$ cat config.mk
export PLATFORM = sky130hd
export DESIGN_NAME = tilemap_layer_mixer
export DESIGN_NICKNAME = d
export VERILOG_FILES = /design/src/rtl/tilemap_layer_mixer.sv
export SDC_FILE = /design/constraint.sdc
export NUM_CORES = 1
export LEC_CHECK = 0
export CORE_MARGIN = 2
export CORE_UTILIZATION = 50
export DETAILED_ROUTE_END_ITERATION = 10
export GPL_TIMING_DRIVEN = 0
export PLACE_DENSITY_LB_ADDON = 0.3
export SLEW_MARGIN = 20
export SYNTH_ARGS = -nofsm -noshare
export SYNTH_HDL_FRONTEND = slang
export SYNTH_SLANG_ARGS = --single-unit
export TNS_END_PERCENT = 1
$ cat constraint.sdc
create_clock -name i_EMU_MCLK -period 2.08 [get_ports i_EMU_MCLK]
set_clock_uncertainty 0.05 [all_clocks]
set_input_delay 0.312 -clock i_EMU_MCLK [delete_from_list [all_inputs] [get_ports i_EMU_MCLK]]
set_output_delay 0.312 -clock i_EMU_MCLK [all_outputs]
set_load 0.03 [all_outputs]
$ cat src/rtl/tilemap_layer_mixer.sv
// Tilemap layer mixer: aligns per-tile attributes with their pixels through
// programmable delay lines and merges layers A, B and OBJ into one colour code.
module tilemap_layer_mixer #(
    parameter int A_ATTR_DLY = 5,
    parameter int B_ATTR_DLY = 2
) (
    input  logic        i_EMU_MCLK,
    input  logic        i_EMU_RST_n,
    input  logic        i_EMU_CLK6MPCEN_n,
    input  logic [3:0]  i_A_PIXEL,
    input  logic        i_A_TRN_n,
    input  logic [3:0]  i_B_PIXEL,
    input  logic        i_B_TRN_n,
    input  logic [7:0]  i_A_ATTR,
    input  logic        i_A_ATTR_LD,
    input  logic [7:0]  i_B_ATTR,
    input  logic        i_B_ATTR_LD,
    input  logic [3:0]  i_OBJ_PIXEL,
    input  logic [6:0]  i_OBJ_PAL,
    input  logic [2:0]  i_LAYER_EN,
    input  logic        i_BLANK_n,
    output logic [10:0] o_CD,
    output logic [1:0]  o_SRC
);

    typedef enum logic [1:0] {
        SRC_BACKDROP = 2'b00,
        SRC_A        = 2'b01,
        SRC_B        = 2'b10,
        SRC_OBJ      = 2'b11
    } src_t;

    logic       cen;
    logic [8:0] a_line [A_ATTR_DLY];
    logic [8:0] b_line [B_ATTR_DLY];
    logic [7:0] attr_a, attr_b;
    logic [7:0] attr_a_eff, attr_b_eff;
    logic       a_op, b_op, o_op;
    src_t       src_nxt, src_q;
    logic [10:0] cd_nxt;

    assign cen = ~i_EMU_CLK6MPCEN_n;

    // A landing attribute bypasses the register so it governs this cycle's pixel.
    assign attr_a_eff = a_line[A_ATTR_DLY-1][8] ? a_line[A_ATTR_DLY-1][7:0] : attr_a;
    assign attr_b_eff = b_line[B_ATTR_DLY-1][8] ? b_line[B_ATTR_DLY-1][7:0] : attr_b;

    // NOTE: sequential state uses non-blocking assignments so every stage samples
    // its neighbour's pre-edge value; blocking here would collapse the shift.
    always_ff @(posedge i_EMU_MCLK or negedge i_EMU_RST_n) begin
        if (!i_EMU_RST_n) begin
            // NOTE: the delay line is reset on purpose: in-flight strobes must be
            // discarded so no stale attribute lands after reset is released.
            for (int i = 0; i < A_ATTR_DLY; i++) a_line[i] <= '0;
            attr_a <= '0;
        end else if (cen) begin
            a_line[0] <= {i_A_ATTR_LD, i_A_ATTR};
            for (int i = 1; i < A_ATTR_DLY; i++) a_line[i] <= a_line[i-1];
            attr_a <= attr_a_eff;
        end
    end

    always_ff @(posedge i_EMU_MCLK or negedge i_EMU_RST_n) begin
        if (!i_EMU_RST_n) begin
            for (int i = 0; i < B_ATTR_DLY; i++) b_line[i] <= '0;
            attr_b <= '0;
        end else if (cen) begin
            b_line[0] <= {i_B_ATTR_LD, i_B_ATTR};
            for (int i = 1; i < B_ATTR_DLY; i++) b_line[i] <= b_line[i-1];
            attr_b <= attr_b_eff;
        end
    end

    assign a_op = i_A_TRN_n & i_LAYER_EN[0];
    assign b_op = i_B_TRN_n & i_LAYER_EN[1];
    assign o_op = (i_OBJ_PIXEL != 4'h0) & i_LAYER_EN[2];

    // NOTE: defaults first, so no path through this block leaves a value unassigned
    // and no latch is inferred.
    always_comb begin
        src_nxt = SRC_BACKDROP;
        cd_nxt  = 11'h000;
        if (a_op && attr_a_eff[7]) begin
            src_nxt = SRC_A;
            cd_nxt  = {attr_a_eff[6:0], i_A_PIXEL};
        end else if (b_op && attr_b_eff[7]) begin
            src_nxt = SRC_B;
            cd_nxt  = {attr_b_eff[6:0], i_B_PIXEL};
        end else if (o_op) begin
            src_nxt = SRC_OBJ;
            cd_nxt  = {i_OBJ_PAL, i_OBJ_PIXEL};
        end else if (a_op) begin
            src_nxt = SRC_A;
            cd_nxt  = {attr_a_eff[6:0], i_A_PIXEL};
        end else if (b_op) begin
            src_nxt = SRC_B;
            cd_nxt  = {attr_b_eff[6:0], i_B_PIXEL};
        end
    end

    always_ff @(posedge i_EMU_MCLK or negedge i_EMU_RST_n) begin
        if (!i_EMU_RST_n) begin
            src_q <= SRC_BACKDROP;
            o_CD  <= 11'h000;
        end else if (cen) begin
            if (!i_BLANK_n) begin
                src_q <= SRC_BACKDROP;
                o_CD  <= 11'h000;
            end else begin
                src_q <= src_nxt;
                o_CD  <= cd_nxt;
            end
        end
    end

    assign o_SRC = src_q;

endmodule

==> qor.yml, run 1 <==
via_per_inst: 5.65
cts_buffer_depth: 2
worstSkewPairLatency_ns: 0.35
grt_pass1_wl_um: 13100
slowest_delay_ns: 0.53
vias: 2799
max_freq_ghz: 0.551
drc: 0
ant_nets: 0
die_w_um: 95.6
slowest_stage: "clkdlybuf4s50_1"
num_antenna_cells: 0
grt_pass1_vias: 2816
routedWlPerCell_um: 16.4
place_congestion: 0.876
synth_warnings: 0
synth_cell_types: 37
crit_family: "buffers and inverters"
p_per_area_mw_per_mm2: 970
post_cts_buffers: 0
fin_cells: 495
antenna_found_initial: 0
cp.required_ns: 2.26
layout_common_cells: "92 x dfrtp_1, 73 x mux2_2, 57 x clkdlybuf4s50_1"
hold_path.class: "input port to asynchronous set/reset pin"
synthFlopType: "dfrtp_1"
htree_levels: 3
final_max_slew_viol_count: 0
row_count: 33
relSlewSlack: 0.581
placed_cell_area_mm2: 0.00493
clk_pin_slew_ns: 0.09
ys_seq_elements: 92
dieArea_mm2: 0.00913
whs_ns: 0.361
clockPowerShare: 0.243
synth_edf_count: 0
p_leak_nw: 2.19
setup_viol: 0
worst_setup_path_start_kind: "input port"
drive_gt1_frac: 0.321
n_fill_cell: 653
area_growth_pct: 22.9
p_int_mw: 3.48
die_h_um: 95.6
maxCapViolCount: 0
cts_root_buffer: "clkbuf_8"
cts.sinks: 92
switching_share: 0.304
ios: 59
total_power_mw: 5.00
multi_input_area_mm2: 0.00176
preCtsSetupSlack_ns: -0.0667
syn_inst: 314
arrival_ns: 1.99
placed_cells: 478
fin_area_mm2: 0.00515
synth_nets: 360
drt_pre_antenna_iters: 4
tritoncts: "done"
fin_nets: 431
setup_ws_ns: 0.265
crit_path_end_kind: "flop"
dp_hpwl_um: 5910
drt_iter0_markers: 96
wl_um: 8130
min_period_over_period: 0.873
status: "finished, final reports clean"
initial_utilization: 0.513
path_class: "input port to flop"
yosysSeqAreaShare: 0.549
async_flop_share: 1.00
cts_made_buffers: 9
hold_viol_final: 0
p_switching_mw: 1.52
p_seq_frac: 0.483
core_area_mm2: 0.00818
cp_num_buf_inv: 2
cp-startpoint: "i_EMU_CLK6MPCEN_n"
rsz0062_at_grt: "false"
worst_pin_slew_ns: 0.611
setup_tns_ns: 0
finalCoreUtilization: 0.630
rr_startpoint: "a_line[8]$_DFFE_PN0N_"
syn_area_mm2: 0.00419
fin_crit_ns: 1.82
crit_chain: "clkdlybuf4s50_1 -> nand2b_1 -> clkbuf_1 -> nor4_1 -> a221oi_1 -> o31ai_1"
peakVddDrop_mv: 0.557
ff_latch_area_mm2: 0.00230
grt_usage: 0.187
path_max_fanout: 10
mostFrequentLayoutCell: "dfrtp_1"
avgSynthCellArea_um2: 13.4
comb_power_share: 0.274
overflow: 0
portBuffers: 58
grt_max_degree: 57
power groups by stage:
stage	Clock [mW]	Sequential [mW]	Combinational (mW)
global placement	0	2.43	1.33
detailed placement	0	2.46	1.37
global route	1.33	2.48	1.48
floorplan	0	2.48	0.867
CTS	1.26	2.42	1.38
finish	1.21	2.42	1.37
Yosys cell counts (all sizes together), types with 2 or more instances:
cell type  number  area [um^2]
a211oi          2         27.5
a21oi           2         21.3
a221oi         10         87.6
a31o            4         35.0
and2            2         12.5
and3            4         25.0
buf            17          100
clkbuf          3         11.3
dfrtp          92         2300
inv             6         22.5
mux2           75          852
mux2i          22          233
nand2          15         56.3
nand3           6         30.0
nor2           13         48.8
nor2b           2         12.5
nor4            6         37.5
o211ai          3         27.5
o221a           6         67.6
o22ai           5         37.5
o31ai          11         82.6
path summary, 6_finish.rpt:
check / to / slack, ns / cells after the start
setup / recovery: o_CD[7]$_DFFE_PN0N_ / 0.26 / 6
hold / removal: o_CD[7]$_DFFE_PN0N_ / 0.36 / 2
setup reg to reg: o_CD[0]$_DFFE_PN0N_ / 0.33 / 5
hold reg to reg: o_CD[3]$_DFFE_PN0N_ / 0.45 / 2
max in group asynchronous: attr_a[6]$_DFFE_PN0N_ / 1.03 / 3
min in group i_EMU_MCLK: o_CD[3]$_DFFE_PN0N_ / 0.45 / 2
sequential cells by signal (all words and copies together), names as in the netlist:
register,count
attr_b,8
b_line,18
attr_a,8
o_SRC,2
o_CD,11
a_line,45
kinds of logic after synthesis:
group / after synthesis / share of synthesized area
multiplexers: 97 / 0.259
AO/OA/AOI/OAI: 50 / 0.106
flip-flops: 92 / 0.549
buffers and inverters: 26 / 0.0319
AND/OR/NAND/NOR: 49 / 0.0546
per-layer routing:
layer  up-vias  global-route usage  share of wire
met3        18              0.0443          0.066
met5         -                   0              0
li1       1314                   -              -
met4         0              0.0810          0.021
met2        92               0.305           0.49
met1      1375               0.239           0.42
cell type report:
type / instances / area share
clock inverter: 6 / 0.0136
multi-input combinational: 196 / 0.341
timing repair buffer: 60 / 0.120
inverter: 6 / 0.00437
sequential: 92 / 0.447
buffer: 20 / 0.0216
tap: 105 / 0.0255
clock buffer: 10 / 0.0267
timing repair:
action	in CTS	in global routing
gates resized for setup	0	0
hold endpoints to repair	36	0
hold buffers	1	0
Note: power is estimated with default switching activity, not from simulation.
==> inputs of run 2 (changes only) <==
CORE_MARGIN = 3   (was 2)
RECOVER_POWER = 50   (was unset)
==> run 2 against run 1 <==
- setup slack lost 0.059 ns
- core utilization grew 1.5 points
- clock power shrank 7%
- worst hold slack gained 0.092 ns
- power shrank 1.5%
- cell count shrank 0.61%
- die area grew 4.2%
- global-route usage grew 0.41 points
- register-to-register slack lost 0.06 ns
- final area shrank 0.70%
- critical endpoint is now o_CD[6]$_DFFE_PN0N_
- largest cell class unchanged
- largest power group unchanged
==> qor.yml, run 2 (synthesis results as in run 1) <==
grt_max_degree: 75  # +32%
clk_pin_slew_ns: 0.10  # about the same
fin_area_mm2: 0.00511  # -0.70%
cts.sinks: 92  # unchanged
whs_ns: 0.453  # +0.0924 ns
busiest_layer: "met2"
grt.met2_usage: 0.310  # +0.00460
grt_usage: 0.191  # +0.00410
fin_cells: 492  # -0.61%
crit_chain: "dlygate4sd3_1 -> nand2b_1 -> clkbuf_1 -> nor4_1 -> a221oi_1 -> o31ai_1"
die_h_um: 97.6  # +2.1%
setup_tns_ns: 0  # unchanged
final_max_slew_viol_count: 0  # unchanged
path_max_fanout: 10  # unchanged
num_antenna_cells: 0  # unchanged
worst_pin_slew_ns: 1.19  # +0.578 ns
hold_path.class: "flop to flop"
row_count: 32  # -3.0%
drt_pre_antenna_iters: 4  # unchanged
cts_made_buffers: 9  # unchanged
crit_path_end_kind: "flop"
arrival_ns: 2.05  # +0.06 ns
portBuffers: 58  # unchanged
grt_pass1_wl_um: 14700  # +12%
placed_cell_area_mm2: 0.00493  # about the same
grt_pass1_vias: 2970  # +5.5%
p_leak_nw: 2.18  # -0.59%
ios: 59  # unchanged
area_growth_pct: 22.0
largest_reg_flops: 45  # unchanged
overflow: 0  # unchanged
die_w_um: 97.6  # +2.1%
p_per_area_mw_per_mm2: 963  # -0.75%
slowest_stage: "dlygate4sd3_1"
wl_um: 8620  # +6.0%
worst_setup_path_start_kind: "input port"
regMostFlops: "a_line"
layout_common_cells: "92 x dfrtp_1, 73 x mux2_2, 56 x clkdlybuf4s50_1"
cts_root_buffer: "clkbuf_8"
status: "finished, final reports clean"
drc: 0  # unchanged
path_class: "input port to flop"
initial_utilization: 0.529  # +0.0160
cts_buffer_depth: 2  # unchanged
post_cts_buffers: 0  # unchanged
worstSkewPairLatency_ns: 0.35  # about the same
core_area_mm2: 0.00793  # -3.0%
via_per_inst: 5.76  # +1.9%
rsz0062_at_grt: "false"
place_congestion: 0.891  # +1.7%
maxCapViolCount: 0  # unchanged
cts_resized: 0  # unchanged
max_freq_ghz: 0.534  # -3.1%
hold_viol_final: 0  # unchanged
slowest_delay_ns: 0.62  # +0.09 ns
preCtsSetupSlack_ns: -0.0436  # +0.0231 ns
placed_cells: 475  # -0.63%
cp.required_ns: 2.26  # about the same
drt_iter0_markers: 137  # +43%
crit_family: "buffers and inverters"
gr-usage-met1: 0.246  # +0.00751
mostFrequentLayoutCell: "dfrtp_1"
tritoncts: "done"
top_regs: "a_line: 45 flops, b_line: 18 flops, o_CD: 11 flops"
ant_nets: 0  # unchanged
dp_hpwl_um: 6320  # +7.0%
dieArea_mm2: 0.00952  # +4.2%
antenna_found_initial: 0  # unchanged
use_met3: 0.0402  # -0.00407
htree_levels: 3  # unchanged
drive_gt1_frac: 0.315  # -0.00513
relSlewSlack: 0.207  # -0.374
fin_crit_ns: 1.87  # +0.0586 ns
routedWlPerCell_um: 17.5  # +6.6%
fin_nets: 431  # unchanged
setup_ws_ns: 0.206  # -0.0586 ns
setup_viol: 0  # unchanged
peakVddDrop_mv: 0.441  # -21%
min_period_over_period: 0.901  # +0.0282
cp_num_buf_inv: 2  # unchanged
vias: 2836  # +1.3%
[run 2: repair_timing]
action / 4_1_cts / 5_1_grt
hold endpoints to repair: 18 / 0
hold buffers: 1 / 0
setup endpoints to repair: 0 / 0
[run 2: power by group]
part / switching [mW] / total (mW) / internal (mW)
clock network: 0.665 / 1.12 / 0.456
logic: 0.692 / 1.38 / 0.690
registers: 0.235 / 2.42 / 2.19
total: 1.59 / 4.92 / 3.33
[run 2: worst paths after layout]
path                                            start                     end  slack [ns]  depth (start not counted)
min in group asynchronous                 i_EMU_RST_n     o_CD[5]$_DFFE_PN0N_        0.67                          2
worst max register to register  a_line[8]$_DFFE_PN0N_     o_CD[2]$_DFFE_PN0N_        0.27                          5
worst min-delay path             o_SRC[0]$_DFFE_PN0N_    o_SRC[0]$_DFFE_PN0N_        0.45                          1
max in group asynchronous                 i_EMU_RST_n  b_line[12]$_DFFE_PN0N_        0.40                          3
worst max-delay path                i_EMU_CLK6MPCEN_n     o_CD[6]$_DFFE_PN0N_        0.21                          6
worst min register to register   o_SRC[0]$_DFFE_PN0N_    o_SRC[0]$_DFFE_PN0N_        0.45                          1
[run 2: cell type report]
| cell class | instances | area [um^2] |
|---|---|---|
| plain buffers | 20 | 110 |
| repair buffers | 60 | 612 |
| clock buffers | 9 | 124 |
| inverters | 6 | 22.5 |
| well taps | 102 | 128 |
| flip-flops and latches | 92 | 2300 |
| clock inverters | 7 | 60.1 |
| fillers | 620 | 2810 |
| multi-input cells | 196 | 1760 |
[run 2: layer usage]
| metal | vias up | share of wire | wire, um |
|---|---|---|---|
| met4 | 0 | 0.024 | 207 |
| met5 | - | 0 | 0 |
| met1 | 1392 | 0.44 | 3780 |
| li1 | 1326 | - | - |
| met2 | 103 | 0.48 | 4140 |
| met3 | 15 | 0.057 | 487 |
[run 2: metrics by stage]
stage,power (mW),utilization
after floorplan,3.35,-
after CTS,4.96,0.646
after global routing,5.21,0.645
after global placement,3.76,0.618
after detailed placement,3.84,0.622
final,4.92,0.645
==> inputs of run 3 (changes only) <==
TNS_END_PERCENT = 20   (was 1)
==> results of run 3 <==
The final DEF is identical to that of run 2; final timing and power are the same.
